File: config.mk
export PLATFORM = sky130hd
export DESIGN_NAME = matrix_write_arbiter
export DESIGN_NICKNAME = d
export VERILOG_FILES = /design/src/rtl/matrix_write_arbiter.sv
export SDC_FILE = /design/constraint.sdc
export NUM_CORES = 1
export LEC_CHECK = 0
export BUFFER_PORTS_ARGS = -buffer_cell sky130_fd_sc_hd__clkbuf_2
export CORE_MARGIN = 1
export CORE_UTILIZATION = 35
export DETAILED_ROUTE_END_ITERATION = 6
export MAX_ROUTING_LAYER = met4
export SYNTH_ARGS = -nofsm -noshare
export SYNTH_HDL_FRONTEND = slang
export SYNTH_SLANG_ARGS = --single-unit
export TNS_END_PERCENT = 5
File: constraint.sdc
create_clock -name clk -period 1.6 [get_ports clk]
set_input_delay 0.08 -clock clk [delete_from_list [all_inputs] [get_ports clk]]
set_output_delay 0.08 -clock clk [all_outputs]
set_load 0.05 [all_outputs]
File: src/rtl/matrix_write_arbiter.sv
// Single write-port arbiter for the 32x32 frame RAM: host pixel stream vs. full-frame fill,
// each write sequenced IDLE -> SETUP -> STROBE so address/data settle before we rises.
module matrix_write_arbiter #(
  parameter int N = 10,
  parameter int M = 3
) (
  input  logic         clk,
  input  logic         reset,
  input  logic         host_valid,
  output logic         host_ready,
  input  logic [N-1:0] host_adr,
  input  logic [M-1:0] host_rgb,
  input  logic         fill_start,
  input  logic [M-1:0] fill_rgb,
  output logic         fill_busy,
  output logic         fill_done,
  output logic         we,
  output logic [N-1:0] adr_out,
  output logic [M-1:0] rgb_out
);

  typedef enum logic [1:0] {IDLE, SETUP, STROBE} state_t;

  localparam logic [N-1:0] ONE      = {{(N-1){1'b0}}, 1'b1};
  localparam logic [N-1:0] LAST_ADR = {N{1'b1}};

  state_t       state_q, state_d;
  logic         we_q, we_d;
  logic [N-1:0] adr_q, adr_d;
  logic [M-1:0] rgb_q, rgb_d;
  logic         busy_q, busy_d;
  logic         done_q, done_d;
  logic [N-1:0] cnt_q, cnt_d;
  logic [M-1:0] col_q, col_d;
  logic         last_host_q, last_host_d;
  logic         wr_fill_q, wr_fill_d;
  logic         host_gnt, fill_gnt;

  // After a host grant, the host must yield to a pending fill before winning again.
  assign host_ready = (state_q == IDLE) && !(busy_q && last_host_q) && !reset;
  assign host_gnt   = host_valid && host_ready;
  assign fill_gnt   = (state_q == IDLE) && busy_q && !host_gnt;

  always_comb begin
    state_d     = state_q;
    we_d        = 1'b0;
    adr_d       = adr_q;
    rgb_d       = rgb_q;
    busy_d      = busy_q;
    done_d      = 1'b0;
    cnt_d       = cnt_q;
    col_d       = col_q;
    last_host_d = last_host_q;
    wr_fill_d   = wr_fill_q;

    case (state_q)
      IDLE: begin
        if (host_gnt) begin
          adr_d       = host_adr;
          rgb_d       = host_rgb;
          last_host_d = 1'b1;
          wr_fill_d   = 1'b0;
          state_d     = SETUP;
        end else if (fill_gnt) begin
          adr_d       = cnt_q;
          rgb_d       = col_q;
          cnt_d       = cnt_q + ONE;
          last_host_d = 1'b0;
          wr_fill_d   = 1'b1;
          state_d     = SETUP;
        end
      end
      SETUP: begin
        we_d    = 1'b1;
        state_d = STROBE;
      end
      STROBE: begin
        state_d = IDLE;
        if (wr_fill_q && (adr_q == LAST_ADR)) begin
          busy_d = 1'b0;
          done_d = 1'b1;
        end
      end
      default: state_d = IDLE;
    endcase

    // A start while busy is ignored; the done cycle already has busy low, so it restarts.
    if (fill_start && !busy_q) begin
      busy_d = 1'b1;
      col_d  = fill_rgb;
      cnt_d  = '0;
    end
  end

  always_ff @(posedge clk or posedge reset) begin
    if (reset) begin
      state_q     <= IDLE;
      we_q        <= 1'b0;
      adr_q       <= '0;
      rgb_q       <= '0;
      busy_q      <= 1'b0;
      done_q      <= 1'b0;
      cnt_q       <= '0;
      col_q       <= '0;
      last_host_q <= 1'b0;
      wr_fill_q   <= 1'b0;
    end else begin
      state_q     <= state_d;
      we_q        <= we_d;
      adr_q       <= adr_d;
      rgb_q       <= rgb_d;
      busy_q      <= busy_d;
      done_q      <= done_d;
      cnt_q       <= cnt_d;
      col_q       <= col_d;
      last_host_q <= last_host_d;
      wr_fill_q   <= wr_fill_d;
    end
  end

  assign we        = we_q;
  assign adr_out   = adr_q;
  assign rgb_out   = rgb_q;
  assign fill_busy = busy_q;
  assign fill_done = done_q;

endmodule

# Yosys cells after proc, flatten, opt, wreduce, memory -nomap -nowiden
# Cells that the tools add are included.
# totals
ff_bits	33
latchBits	0
ram_bits	0
mem_bits_ro	0
in_bits	20
output_inout_bits	17
wordCells	58
n_memories	0
# op_classes
addsub	1
multipliers	0
div_mod_pow	0
n_lt_le_gt_ge	0
n_eq_ne	5
n_shift	0
mux	21
bitwise	0
reduce_logical	21
# op_table
cell	n
10-bit two-way mux	6
10-bit by 1-bit adder with 10-bit output (second input constant)	1
10-bit equality test (second input constant)	1
1-bit two-way mux	10
2-bit nonzero test	5
1-bit logical AND	8
3-bit two-way mux	2
1-bit zero test	4
2-bit two-way mux	2
2-bit case mux with 2 select lines	1
2-bit AND reduction	2
3-bit inequality test (second input constant)	1
3-bit AND reduction	1
2-bit by 1-bit equality test with 1-bit output (second input constant)	1
2-bit equality test (second input constant)	1
2-bit zero test	1
2-bit by 1-bit inequality test with 1-bit output (second input constant)	1

# Logic depth before layout (Yosys ltp)
# Gate-level depths: netlist of run 1.
# depth
ltp_word	11
mapped_depth	6
mapped_depth_nobuf	5

# Least setup slack after synthesis of run 1
# No wires, ideal clock.
# synth_path
path_type	register to register
from	reg busy_q, in the netlist fill_busy
to	reg adr_q[0], in the netlist adr_out[0]
setup_ns	0.083
t_arrival_ns	3.907
t_required_ns	1.517
slack_ns	-2.389
path_stages_with_launch	7
path_buffers	2
synth_period_minus_slack_ns	3.989
path_cell_list	dfrtp_1 -> a2111oi_0 -> and2_1 -> buf_4 -> buf_4 -> nand2_1 -> o21ai_0
# synth_between
elab_chain_len	9
word_cells_on_any_way	11
cone_classes	mux (1); reduce/logical (10)
# synth_rtl
element	line	source
from (decl)	31	logic busy_q, busy_d;
from (signal assigned)	112	busy_q <= busy_d;
1-bit logical AND (*)	40	assign host_ready = (state_q == IDLE) && !(busy_q && last_host_q) && !reset;
1-bit zero test (*)	40	
1-bit logical AND (*) (2 in a row)	40	
via host_ready	10	output logic host_ready,
1-bit logical AND (*)	41	assign host_gnt = host_valid && host_ready;
1-bit zero test	42	assign fill_gnt = (state_q == IDLE) && busy_q && !host_gnt;
1-bit logical AND	42	
2-bit nonzero test (no line)	--	
2-bit AND reduction (no line)	--	
to (signal assigned)	110	adr_q <= adr_d;
to (decl)	29	logic [N-1:0] adr_q, adr_d;
# Mark *: on every way through the listed nets, which the timed path passes. The rest lies on a longest branch.
# A chain may end at the register's enable or synchronous reset.

# Final worst setup path of run 1
# layout_path
from	reg busy_q, in the netlist fill_busy
to	out host_ready
# layout_between
elab_chain_len	4
# layout_rtl
element	line
1-bit logical AND	40
1-bit zero test	40
1-bit logical AND (2 in a row)	40
to (decl)	10
# Every way passes these cells.

==> impl_metrics.xml, run 1 <==
<?xml version="1.0" encoding="UTF-8"?>
<metrics>
  <group name="synthesis">
    <metric name="synth.most_common_cell" unit="">dfrtp_1</metric>
    <metric name="synth_seq_area_share" unit="%">54.6</metric>
    <metric name="synth_largest_type_area_fraction" unit="%">54.6</metric>
    <metric name="syn_area" unit="µm²">1510</metric>
    <metric name="synth.net_count" unit="">163</metric>
    <metric name="yosys_register_bits" unit="">33</metric>
    <metric name="synth-warning-count" unit="">0</metric>
    <metric name="synth.lib_cells_used.distinct" unit="">27</metric>
    <metric name="synth.largest_area_cell" unit="">dfrtp_1</metric>
    <metric name="most_used_standard_cells_in_the_synthesized_netlist" unit="">dfrtp_1 (33), nand2_1 (17), nor2_1 (14), o21ai_0 (14), mux2i_1 (13)</metric>
    <metric name="synth.avg_cell_area" unit="µm²">10.6</metric>
    <metric name="synth_cells" unit="">142</metric>
    <metric name="yosys_most_used_dff" unit="">dfrtp_1</metric>
    <metric name="synth_edf_count" unit="">0</metric>
    <metric name="netlist_top_cells_area" unit="">dfrtp_1 (55%), mux2i_1 (8.6%), o21ai_0 (4.6%), xnor2_1 (4.6%), nand2_1 (4.2%)</metric>
    <metric name="synth-async-reset-ratio" unit="%">100</metric>
  </group>
  <group name="global_route">
    <metric name="globalRoute.totalOverflow" unit="">0</metric>
    <metric name="first_pass_grt_wire_length" unit="µm">5530</metric>
    <metric name="grt_start_max_net_pins" unit="">22</metric>
    <metric name="grt.total_usage" unit="%">17.5</metric>
    <metric name="antenna_found_initial" unit="">0</metric>
    <metric name="number_of_global_route_vias_before_repair" unit="">1152</metric>
  </group>
  <group name="layout">
    <metric name="post_route_cells_drive_above_1_share" unit="%">36.5</metric>
    <metric name="antennaDiodeCount" unit="">0</metric>
    <metric name="area_delta_synth_final" unit="%">35.4</metric>
    <metric name="layout.nets" unit="">217</metric>
    <metric name="finish.instance_area" unit="µm²">2050</metric>
  </group>
  <group name="worst_setup_path">
    <metric name="rr_startpoint" unit="">state_q[1]</metric>
    <metric name="critPathCaptureType" unit="">output pin</metric>
    <metric name="crit_path_max_incr_delay" unit="ns">0.40</metric>
    <metric name="critical_path_required" unit="ns">1.52</metric>
    <metric name="worst_r2r_setup_slack" unit="ns">0.05</metric>
    <metric name="cp.arrival" unit="ns">1.48</metric>
    <metric name="timing.reg2reg.worst_path_depth" unit="">5</metric>
    <metric name="reg2reg_to" unit="">cnt_q[2]</metric>
    <metric name="crit_cells" unit="">3</metric>
    <metric name="cpLargestDelayFamily" unit="">buffers and inverters</metric>
    <metric name="crit_path_top_cell_by_count" unit="">buf_4</metric>
    <metric name="crit_type" unit="">flip-flop to output pin</metric>
    <metric name="crit_slowest_cell" unit="">dfrtp_2</metric>
    <metric name="cp-start-kind" unit="">flip-flop</metric>
    <metric name="worst_path_max_fanout" unit="">6</metric>
    <metric name="cp_cell_sequence" unit="">buf_4 &gt; a2111oi_4 &gt; buf_4</metric>
    <metric name="timing.critical_path.buf_inv" unit="">2</metric>
  </group>
  <group name="drt">
    <metric name="drt.antenna.violating_nets" unit="">0</metric>
    <metric name="firstDrtPassIters" unit="">4</metric>
    <metric name="drcViolationCount" unit="">0</metric>
    <metric name="drt_wl_total" unit="µm">3340</metric>
    <metric name="iter_0_drt_violations" unit="">19</metric>
    <metric name="avgRoutedWirePerCell" unit="µm">13.5</metric>
    <metric name="via_per_inst" unit="">4.85</metric>
    <metric name="route.vias.total" unit="">1197</metric>
  </group>
  <group name="die">
    <metric name="floorplan.io_pins" unit="">37</metric>
    <metric name="core_area" unit="µm²">4090</metric>
    <metric name="fp.dieW" unit="µm">67.7</metric>
    <metric name="die_h" unit="µm">67.7</metric>
    <metric name="placementRows" unit="">23</metric>
    <metric name="die_area" unit="µm²">4590</metric>
    <metric name="start_util" unit="%">37.0</metric>
  </group>
  <group name="timing">
    <metric name="clock_skew" unit="ns">0.0123</metric>
    <metric name="achievable-frequency" unit="GHz">0.642</metric>
    <metric name="setup_repair_after_global_routing_missed_its_margin" unit="">true</metric>
    <metric name="finalHoldWorstSlack" unit="ns">0.00885</metric>
    <metric name="final.min_clock_period" unit="ns">1.56</metric>
    <metric name="final-hold-violation-count" unit="">0</metric>
    <metric name="final-max-slew-violation-count" unit="">0</metric>
    <metric name="worst_slack" unit="ns">0.0433</metric>
    <metric name="setup_violations" unit="">0</metric>
    <metric name="slew_of_the_pin_with_the_lowest_slew_margin" unit="ns">0.485</metric>
    <metric name="max-slew-margin-rel" unit="%">67.4</metric>
    <metric name="final_min_period_over_clock_period" unit="%">97.3</metric>
  </group>
  <group name="placed_design">
    <metric name="placer_congestion_estimate" unit="">0.875</metric>
    <metric name="dp_hpwl" unit="µm">2440</metric>
    <metric name="placed_area" unit="µm²">1840</metric>
    <metric name="io_buffers" unit="">36</metric>
    <metric name="place_worst_setup_slack" unit="ns">-0.0588</metric>
  </group>
  <group name="worst_hold_path">
    <metric name="source_of_the_worst_hold_timing_path" unit="">host_adr[5]</metric>
    <metric name="worstHoldEndpoint" unit="">adr_out[5]</metric>
    <metric name="min-delay-path-class" unit="">primary input to flip-flop</metric>
    <metric name="holdPathStages" unit="">3</metric>
  </group>
  <group name="clock_tree">
    <metric name="cts.root.buffer_cell" unit="">clkbuf_8</metric>
    <metric name="cts_post_setup_buffers_inserted" unit="">0</metric>
    <metric name="cts_buffers" unit="">5</metric>
    <metric name="clock_latency" unit="ns">0.29</metric>
    <metric name="cts_buffer_depth" unit="">2</metric>
    <metric name="clock_sink_count" unit="">33</metric>
    <metric name="tritoncts" unit="">done</metric>
    <metric name="path_clk_slew" unit="ns">0.07</metric>
    <metric name="cts_max_level" unit="">2</metric>
  </group>
  <group name="power">
    <metric name="vdd.ir_drop.worst" unit="mV">0.950</metric>
    <metric name="pwr-share-seq" unit="%">34.4</metric>
    <metric name="power_frac_clock" unit="%">19.2</metric>
    <metric name="power.combinational.fraction" unit="%">46.4</metric>
    <metric name="power_switching" unit="mW">1.79</metric>
    <metric name="p_leak" unit="nW">0.946</metric>
    <metric name="intPower" unit="mW">2.35</metric>
    <metric name="power_per_cell_area" unit="nW/µm²">2020</metric>
    <metric name="switching_part_of_the_total_power" unit="%">43.2</metric>
    <metric name="total_power" unit="mW">4.14</metric>
  </group>
  <group name="flow_run">
    <metric name="count_of_maximum_capacitance_violations" unit="">0</metric>
  </group>
  <group name="run_status">
    <metric name="run_status" unit="">finished, final reports clean</metric>
  </group>
</metrics>
[worst max-delay path by stage]
stage,from,slack [ns],to
after detailed placement,state_q[0],-0.06,cnt_q[2]
after CTS,state_q[0],0.01,cnt_q[2]
final,fill_busy,0.04,host_ready
after global routing,fill_busy,-0.01,host_ready
after global placement,state_q[0],-0.01,cnt_q[2]
after floorplan,fill_busy,-0.41,adr_out[0]
[per-stage QoR]
stage / setup TNS [ns] / std cells / utilization, %
2_1_floorplan: -7.06 / 142 / -
3_3_place_gp: -0.0133 / 235 / 45.1
3_5_place_dp: -0.111 / 235 / 45.1
4_1_cts: 0 / 247 / 49.1
5_1_grt: -0.0182 / 247 / 50.1
6_report: 0 / 247 / 50.1
[flip-flops by register name, indices dropped and copies added (netlist names)]
name,flops
last_host_q,1
we,1
state_q,2
fill_done,1
wr_fill_q,1
adr_out,10
rgb_out,3
col_q,3
fill_busy,1
cnt_q,10
[worst reg2reg max path: cells and delay by family (launching register included)]
kind                      cells  cell delay (ns)
buffers and inverters         1             0.19
and+or+nand+nor               3             0.71
xor gates and xnor gates      1             0.14
DFF                           1             0.38
[cell families (layout without fill, tap and decap cells)]
group                      after synthesis  count (layout)  share of synthesized area, %
buffers and inverters                    8              63                          3.15
DFF                                     33              33                          54.6
AOI/OAI and AO/OA                       20              20                          7.29
and+or+nand+nor                         56              56                          18.6
xor gates and xnor gates                 8               8                          4.64
muxes                                   16              16                          10.8
adders and majority gates                1               1                         0.828
[power groups by stage]
stage / clock network (mW) / logic, mW / registers, mW
finish: 0.798 / 1.92 / 1.42
global route: 0.869 / 2.09 / 1.47
CTS: 0.820 / 1.88 / 1.42
detailed placement: 0 / 1.84 / 1.44
global placement: 0 / 1.82 / 1.42
floorplan: 0 / 0.832 / 1.95
[cells in the final DEF, fill, tap and decap left out, types with 3 or more instances in the layout]
cell           Yosys  routed
o21ai_0           14       6
xnor2_1            8       8
dlygate4sd3_1      0       4
nand2_1           17      17
nand3_1            4       4
nor2b_1            3       3
mux2_2             3       3
clkbuf_8           0       6
clkbuf_2           0      35
nor4_2             0       3
o21ai_1            0       8
nor2_1            14      13
a21oi_1            3       3
dfrtp_1           33      32
nand4_1            3       3
mux2i_1           13      13
buf_4              2      11
[layer usage]
layer	global-route usage [%]	up-vias	share of wire, %
met5	-	-	0
met4	7.18	0	1.7
met3	5.57	6	4.1
met2	24.5	23	47
met1	23.0	569	47
li1	-	599	-
[layout make-up]
| cell class | count | area, µm² |
|---|---|---|
| fill | 384 | 2040 |
| sequential | 33 | 827 |
| multi-input combinational | 101 | 693 |
| timing repair buffer | 53 | 340 |
| clock buffer | 7 | 86.3 |
| tap | 50 | 62.6 |
| clock inverter | 1 | 30.0 |
| inverter | 2 | 7.51 |
[repair_timing]
action	CTS	global route
pin swaps	0	3
setup endpoints to repair	6	17
resized for setup	2	10
endpoints found under the hold margin	36	0
hold buffers	4	0
Power figures use the tool's default switching activity.
==> inputs of run 2 (changes only) <==
--- a/config.mk
+++ b/config.mk
@@ -5,6 +5,7 @@
 export SDC_FILE = /design/constraint.sdc
 export NUM_CORES = 1
 export LEC_CHECK = 0
+export ABC_AREA = 1
 export BUFFER_PORTS_ARGS = -buffer_cell sky130_fd_sc_hd__clkbuf_2
 export CORE_MARGIN = 1
 export CORE_UTILIZATION = 35
==> run 2 against run 1 <==
Compared with the run above: global-route usage down 0.55 points; die area up 5.4%; largest cell class unchanged; worst setup slack improved by 0.12 ns; critical path type is now primary input to flip-flop; first-iteration DRC count rose to 3.2 times the previous value; cell area shrank 4.1%; via count grew 16%; clock skew is 0.0091 ns lower; combinational power down 62%; non-clock buffer count shrank 13.
==> impl_metrics.xml, run 2 <==
<?xml version="1.0" encoding="UTF-8"?>
<metrics>
  <group name="run_status">
    <metric name="run_status" unit="">finished, final reports clean</metric>
  </group>
  <group name="synthesis">
    <metric name="synth_seq_area_share" unit="%">51.8</metric>
    <metric name="netlist_top_cells_area" unit="">dfrtp_1 (52%), nand2_1 (15%), inv_1 (5.9%), o21ai_0 (5.3%), nand3_1 (4.1%)</metric>
    <metric name="synth_largest_type_area_fraction" unit="%">51.8</metric>
    <metric name="synth.lib_cells_used.distinct" unit="">20</metric>
    <metric name="synth.most_common_cell" unit="">nand2_1</metric>
    <metric name="most_used_standard_cells_in_the_synthesized_netlist" unit="">nand2_1 (64), dfrtp_1 (33), inv_1 (25)</metric>
    <metric name="synth_edf_count" unit="">0</metric>
    <metric name="synth.net_count" unit="">221</metric>
    <metric name="yosys_most_used_dff" unit="">dfrtp_1</metric>
    <metric name="yosys_register_bits" unit="">33</metric>
    <metric name="syn_area" unit="µm²">1600</metric>
    <metric name="synth.avg_cell_area" unit="µm²">7.98</metric>
    <metric name="synth_cells" unit="">200</metric>
    <metric name="synth-async-reset-ratio" unit="%">100</metric>
    <metric name="synth-warning-count" unit="">0</metric>
    <metric name="synth.largest_area_cell" unit="">dfrtp_1</metric>
  </group>
  <group name="worst_setup_path">
    <metric name="cpLargestDelayFamily" unit="">buffers and inverters</metric>
    <metric name="crit_path_top_cell_by_count" unit="">nand2_2</metric>
    <metric name="setup.worst_path.start" unit="">reset</metric>
    <metric name="cp-start-kind" unit="">primary input</metric>
    <metric name="timing.reg2reg.worst_path_depth" unit="">6</metric>
    <metric name="crit_type" unit="">primary input to flip-flop</metric>
    <metric name="critical_path_required" unit="ns">1.76</metric>
    <metric name="crit_slowest_cell" unit="">dlygate4sd3_1</metric>
    <metric name="crit_cells" unit="">8</metric>
    <metric name="timing.critical_path.to" unit="">cnt_q[6]</metric>
    <metric name="timing.critical_path.buf_inv" unit="">4</metric>
    <metric name="critPathCaptureType" unit="">flip-flop</metric>
    <metric name="rr_startpoint" unit="">state_q[1]</metric>
    <metric name="reg2reg_to" unit="">cnt_q[6]</metric>
    <metric name="worst_path_max_fanout" unit="">11</metric>
    <metric name="crit_path_max_incr_delay" unit="ns">0.53</metric>
    <metric name="cp.arrival" unit="ns">1.60</metric>
    <metric name="cp_cell_sequence" unit="">dlygate4sd3_1 &gt; clkbuf_2 &gt; clkinvlp_4 &gt; nand4_4 &gt; nand2_2 &gt; nand2_2 &gt; inv_2 &gt; o21ai_0</metric>
    <metric name="worst_r2r_setup_slack" unit="ns">0.16</metric>
  </group>
  <group name="drt">
    <metric name="avgRoutedWirePerCell" unit="µm">11.8</metric>
    <metric name="drt_wl_total" unit="µm">3480</metric>
    <metric name="drcViolationCount" unit="">0</metric>
    <metric name="iter_0_drt_violations" unit="">60</metric>
    <metric name="drt.antenna.violating_nets" unit="">0</metric>
    <metric name="route.vias.total" unit="">1393</metric>
    <metric name="via_per_inst" unit="">4.72</metric>
    <metric name="firstDrtPassIters" unit="">4</metric>
  </group>
  <group name="global_route">
    <metric name="number_of_global_route_vias_before_repair" unit="">1359</metric>
    <metric name="antenna_found_initial" unit="">0</metric>
    <metric name="first_pass_grt_wire_length" unit="µm">6220</metric>
    <metric name="globalRoute.totalOverflow" unit="">0</metric>
    <metric name="grt_start_max_net_pins" unit="">34</metric>
    <metric name="grt.total_usage" unit="%">16.9</metric>
  </group>
  <group name="die">
    <metric name="placementRows" unit="">24</metric>
    <metric name="die_area" unit="µm²">4830</metric>
    <metric name="core_area" unit="µm²">4350</metric>
    <metric name="start_util" unit="%">36.6</metric>
    <metric name="die_h" unit="µm">69.5</metric>
    <metric name="fp.dieW" unit="µm">69.5</metric>
    <metric name="floorplan.io_pins" unit="">37</metric>
  </group>
  <group name="timing">
    <metric name="slew_of_the_pin_with_the_lowest_slew_margin" unit="ns">0.424</metric>
    <metric name="final-hold-violation-count" unit="">0</metric>
    <metric name="max-slew-margin-rel" unit="%">71.8</metric>
    <metric name="clock_skew" unit="ns">0.00324</metric>
    <metric name="final_min_period_over_clock_period" unit="%">89.9</metric>
    <metric name="sum_neg_setup_slack" unit="ns">0</metric>
    <metric name="setup_repair_after_global_routing_missed_its_margin" unit="">false</metric>
    <metric name="achievable-frequency" unit="GHz">0.696</metric>
    <metric name="setup_violations" unit="">0</metric>
    <metric name="final-max-slew-violation-count" unit="">0</metric>
    <metric name="final.min_clock_period" unit="ns">1.44</metric>
  </group>
  <group name="clock_tree">
    <metric name="tritoncts" unit="">done</metric>
    <metric name="cts_post_setup_buffers_inserted" unit="">0</metric>
    <metric name="cts_buffer_depth" unit="">2</metric>
    <metric name="path_clk_slew" unit="ns">0.06</metric>
    <metric name="cts.root.buffer_cell" unit="">clkbuf_8</metric>
    <metric name="cts_max_level" unit="">2</metric>
    <metric name="clock_latency" unit="ns">0.28</metric>
    <metric name="cts_buffers" unit="">5</metric>
    <metric name="clock_sink_count" unit="">33</metric>
    <metric name="post_cts.resized_instances" unit="">0</metric>
  </group>
  <group name="placed_design">
    <metric name="io_buffers" unit="">36</metric>
    <metric name="dp_hpwl" unit="µm">2730</metric>
    <metric name="placer_congestion_estimate" unit="">0.800</metric>
    <metric name="place.detailed.instances" unit="">286</metric>
  </group>
  <group name="power">
    <metric name="power_per_cell_area" unit="nW/µm²">1350</metric>
    <metric name="p_leak" unit="nW">1.03</metric>
    <metric name="vdd.ir_drop.worst" unit="mV">0.482</metric>
  </group>
  <group name="layout">
    <metric name="antennaDiodeCount" unit="">0</metric>
    <metric name="post_route_cells_drive_above_1_share" unit="%">22.6</metric>
    <metric name="area_delta_synth_final" unit="%">23.1</metric>
    <metric name="layout.cells.most_common" unit="">nand2_1</metric>
    <metric name="layout.nets" unit="">263</metric>
    <metric name="mostFrequentLayoutCells" unit="">nand2_1 (64), clkbuf_2 (36), dfrtp_1 (33)</metric>
    <metric name="final-instance-count-excl-fill" unit="">295</metric>
    <metric name="n_fill_cell" unit="">461</metric>
  </group>
  <group name="flow_run">
    <metric name="count_of_maximum_capacitance_violations" unit="">0</metric>
  </group>
  <group name="worst_hold_path">
    <metric name="min-delay-path-class" unit="">primary input to flip-flop</metric>
  </group>
</metrics>
## run 2: timing repair
item | 4_1_cts | 5_1_grt
endpoints found under the setup margin | 0 | 0
hold buffers | 1 | 0
endpoints found under the hold margin | 33 | 0
## run 2: final cells by class
class                      instances  area [µm²]  area share [%]
clock buffer                       7        86.3            4.40
multi-input combinational        133         628            32.0
tap                               52        65.1            3.31
inverter                          29         115            5.86
sequential                        33         826            42.1
clock inverter                     1        30.0            1.53
timing repair buffer              40         213            10.8
## run 2: through the flow
step / cell area [µm²] / utilization [%] / hold WS, ns / setup WS, ns / power, mW
finish: 1960 / 45.1 / 0.0113 / 0.162 / 2.64
global route: 1960 / 45.1 / 0.0218 / 0.0133 / 2.80
CTS: 1960 / 45.1 / 0.0138 / 0.150 / 2.67
detailed placement: 1840 / 42.2 / 0.296 / 0.162 / 1.86
global placement: 1840 / 42.2 / 0.292 / 0.194 / 1.86
floorplan: 1600 / - / 0.0342 / 0.0589 / 1.66
## run 2: cells by family after synthesis
| kind of cell | synth area share (%) |
|---|---|
| AO/OA/AOI/OAI | 12.2 |
| adder cells (fa/ha/maj) | 0.784 |
| buffers and inverters | 8.86 |
| flip-flops | 51.8 |
| AND/OR/NAND/NOR | 26.4 |
## run 2: worst min-delay path, delay by kind of cell
family | cells | cell delay, ns
AO/OA/AOI/OAI | 1 | 0.06
AND/OR/NAND/NOR | 1 | 0.04
buffers and inverters | 1 | 0.08
## run 2: per-layer routing
layer	wire (µm)	GRT usage (%)
met5	0	-
met4	46	5.90
met3	130	5.23
met2	1680	27.7
met1	1610	19.6
## run 2: where the power goes
group	leakage (nW)	switching, mW	internal (mW)	total, mW
Clock	0.0585	0.300	0.508	0.808
Combinational	0.584	0.522	0.204	0.725
Sequential	0.386	0.133	0.979	1.11
## run 2: worst min-delay path by stage
stage | startpoint | endpoint | slack, ns | cells past startpoint
after floorplan | reset | adr_out[0] | 0.03 | 1
after global placement | fill_rgb[2] | col_q[2] | 0.29 | 3
after detailed placement | reset | last_host_q | 0.30 | 3
after CTS | fill_rgb[1] | col_q[1] | 0.01 | 3
after global routing | fill_rgb[1] | col_q[1] | 0.02 | 3
final | fill_rgb[1] | col_q[1] | 0.01 | 3
==> inputs of run 3 (changes only) <==
--- a/config.mk
+++ b/config.mk
@@ -7,6 +7,7 @@
 export LEC_CHECK = 0
 export ABC_AREA = 1
 export BUFFER_PORTS_ARGS = -buffer_cell sky130_fd_sc_hd__clkbuf_2
+export CORE_ASPECT_RATIO = 1.75
 export CORE_MARGIN = 1
 export CORE_UTILIZATION = 35
 export DETAILED_ROUTE_END_ITERATION = 6
==> run 3 against run 2 <==
Compared with the run above: the flow now finishes with violations (hold timing); via count increased by 1.5%; hold slack got worse by 0.080 ns; die area increased by 0.23%; power is 0.42% higher; clock-buffer cell count is 1 lower; largest power group unchanged; non-clock buffer count down 1; largest cell class unchanged; sequential cell count did not move; worst setup slack got worse by 0.014 ns; critical endpoint is now cnt_q[8].
==> impl_metrics.xml, run 3 (synthesis gave the netlist of run 2 again) <==
<?xml version="1.0" encoding="UTF-8"?>
<metrics>
  <group name="timing">
    <metric name="final-hold-violation-count" unit="">33</metric>
    <metric name="max-slew-margin-rel" unit="%">70.8</metric>
    <metric name="achievable-frequency" unit="GHz">0.689</metric>
    <metric name="setup_violations" unit="">0</metric>
    <metric name="setup_repair_after_global_routing_missed_its_margin" unit="">false</metric>
    <metric name="clock_skew" unit="ns">0.00860</metric>
    <metric name="worst_slack" unit="ns">0.149</metric>
    <metric name="final.min_clock_period" unit="ns">1.45</metric>
    <metric name="final_min_period_over_clock_period" unit="%">90.7</metric>
    <metric name="finalHoldWorstSlack" unit="ns">-0.0684</metric>
    <metric name="final-max-slew-violation-count" unit="">0</metric>
    <metric name="slew_of_the_pin_with_the_lowest_slew_margin" unit="ns">0.438</metric>
    <metric name="sum_neg_setup_slack" unit="ns">0</metric>
  </group>
  <group name="power">
    <metric name="total_power" unit="mW">2.66</metric>
    <metric name="vdd.ir_drop.worst" unit="mV">0.712</metric>
    <metric name="power_per_cell_area" unit="nW/µm²">1360</metric>
    <metric name="p_leak" unit="nW">1.02</metric>
  </group>
  <group name="die">
    <metric name="floorplan.io_pins" unit="">37</metric>
    <metric name="fp.dieW" unit="µm">53.0</metric>
    <metric name="die_h" unit="µm">91.3</metric>
    <metric name="die_area" unit="µm²">4840</metric>
    <metric name="placementRows" unit="">32</metric>
    <metric name="core_area" unit="µm²">4400</metric>
    <metric name="start_util" unit="%">36.2</metric>
  </group>
  <group name="clock_tree">
    <metric name="cts_hold_buffers" unit="">1</metric>
    <metric name="clock_sink_count" unit="">33</metric>
    <metric name="cts_buffer_depth" unit="">2</metric>
    <metric name="tritoncts" unit="">done</metric>
    <metric name="post_cts.resized_instances" unit="">0</metric>
    <metric name="clock_latency" unit="ns">0.28</metric>
    <metric name="cts_max_level" unit="">2</metric>
    <metric name="cts_buffers" unit="">5</metric>
    <metric name="cts.root.buffer_cell" unit="">clkbuf_8</metric>
    <metric name="path_clk_slew" unit="ns">0.07</metric>
    <metric name="cts_post_setup_buffers_inserted" unit="">0</metric>
  </group>
  <group name="placed_design">
    <metric name="place_worst_setup_slack" unit="ns">0.141</metric>
    <metric name="placer_congestion_estimate" unit="">0.784</metric>
    <metric name="dp_hpwl" unit="µm">2750</metric>
    <metric name="io_buffers" unit="">36</metric>
  </group>
  <group name="layout">
    <metric name="area_delta_synth_final" unit="%">22.7</metric>
    <metric name="layout.nets" unit="">262</metric>
    <metric name="regArea" unit="µm²">826</metric>
    <metric name="n_fill_cell" unit="">494</metric>
    <metric name="antennaDiodeCount" unit="">0</metric>
    <metric name="post_route_cells_drive_above_1_share" unit="%">22.7</metric>
    <metric name="mostFrequentLayoutCells" unit="">nand2_1 (64), clkbuf_2 (36), dfrtp_1 (33)</metric>
    <metric name="layout.cells.most_common" unit="">nand2_1</metric>
    <metric name="postLayoutCoreUtil" unit="%">44.5</metric>
    <metric name="multiInputGateArea" unit="µm²">628</metric>
  </group>
  <group name="drt">
    <metric name="firstDrtPassIters" unit="">4</metric>
    <metric name="avgRoutedWirePerCell" unit="µm">12.3</metric>
    <metric name="via_per_inst" unit="">4.83</metric>
    <metric name="iter_0_drt_violations" unit="">27</metric>
    <metric name="drcViolationCount" unit="">0</metric>
    <metric name="route.vias.total" unit="">1414</metric>
    <metric name="drt_wl_total" unit="µm">3590</metric>
    <metric name="drt.antenna.violating_nets" unit="">0</metric>
  </group>
  <group name="worst_setup_path">
    <metric name="cp.arrival" unit="ns">1.65</metric>
    <metric name="crit_type" unit="">flip-flop to flip-flop</metric>
    <metric name="critical_path_required" unit="ns">1.80</metric>
    <metric name="worst_path_max_fanout" unit="">11</metric>
    <metric name="crit_path_max_incr_delay" unit="ns">0.43</metric>
    <metric name="crit_cells" unit="">7</metric>
    <metric name="cp_cell_sequence" unit="">nor2_4 &gt; nand2_1 &gt; inv_2 &gt; nand2_2 &gt; nand2_2 &gt; inv_2 &gt; o21ai_0</metric>
    <metric name="critPathCaptureType" unit="">flip-flop</metric>
    <metric name="cpLargestDelayFamily" unit="">simple AND/OR/NAND/NOR gates</metric>
    <metric name="timing.critical_path.buf_inv" unit="">2</metric>
    <metric name="worst_r2r_setup_slack" unit="ns">0.15</metric>
    <metric name="cp-start-kind" unit="">flip-flop</metric>
    <metric name="crit_slowest_cell" unit="">dfrtp_1</metric>
    <metric name="timing.reg2reg.worst_path_depth" unit="">7</metric>
  </group>
  <group name="flow_run">
    <metric name="count_of_maximum_capacitance_violations" unit="">0</metric>
  </group>
  <group name="global_route">
    <metric name="first_pass_grt_wire_length" unit="µm">6110</metric>
    <metric name="grt.total_usage" unit="%">17.8</metric>
    <metric name="grt_start_max_net_pins" unit="">35</metric>
    <metric name="number_of_global_route_vias_before_repair" unit="">1391</metric>
    <metric name="antenna_found_initial" unit="">0</metric>
    <metric name="globalRoute.totalOverflow" unit="">0</metric>
  </group>
  <group name="run_status">
    <metric name="violated_checks" unit="">hold timing</metric>
    <metric name="run_status" unit="">finished, violations left</metric>
  </group>
  <group name="worst_hold_path">
    <metric name="min-delay-path-class" unit="">primary input to asynchronous set/reset pin</metric>
  </group>
</metrics>
[run 3: worst reg2reg max path, stage by stage, from the launching register on]
cell and delay, ns:
dfrtp_1 0.43, nor2_4 0.14, nand2_1 0.12, inv_2 0.07, nand2_2 0.17, nand2_2 0.15, inv_2 0.09, o21ai_0 0.19
[run 3: worst paths after layout]
check                             from     endpoint
setup / recovery            state_q[1]     cnt_q[8]
hold / removal                   reset   rgb_out[2]
setup reg to reg            state_q[1]     cnt_q[8]
hold reg to reg            last_host_q  last_host_q
max in group asynchronous        reset   adr_out[9]
min in group clk           fill_rgb[0]     col_q[0]
[run 3: metrics by stage]
step                      cell area, µm²  instances
final                               1960        293
after global routing                1960        293
after CTS                           1960        293
after detailed placement            1830        284
after global placement              1830        284
after floorplan                     1600        200
[run 3: cell type report]
type / instances / share of cell area [%]
flip-flops and latches: 33 / 42.2
multi-input cells: 133 / 32.1
repair buffers: 39 / 10.5
inverters: 29 / 5.88
clock buffers: 6 / 4.22
well taps: 51 / 3.26
clock inverters: 2 / 1.92
[run 3: power breakdown]
group	switching (mW)	total [mW]	leakage [nW]	internal (mW)
Combinational	0.518	0.722	0.579	0.204
Clock	0.309	0.815	0.0574	0.506
Sequential	0.141	1.12	0.386	0.978
Total	0.967	2.66	1.02	1.69
[run 3: per-layer routing]
metal / vias to the layer above / GRT usage, % / wire, µm
li1: 722 / - / -
met1: 672 / 19.0 / 1490
met2: 18 / 30.6 / 1970
met3: 2 / 3.52 / 92
met4: 0 / 7.68 / 37
met5: - / - / 0
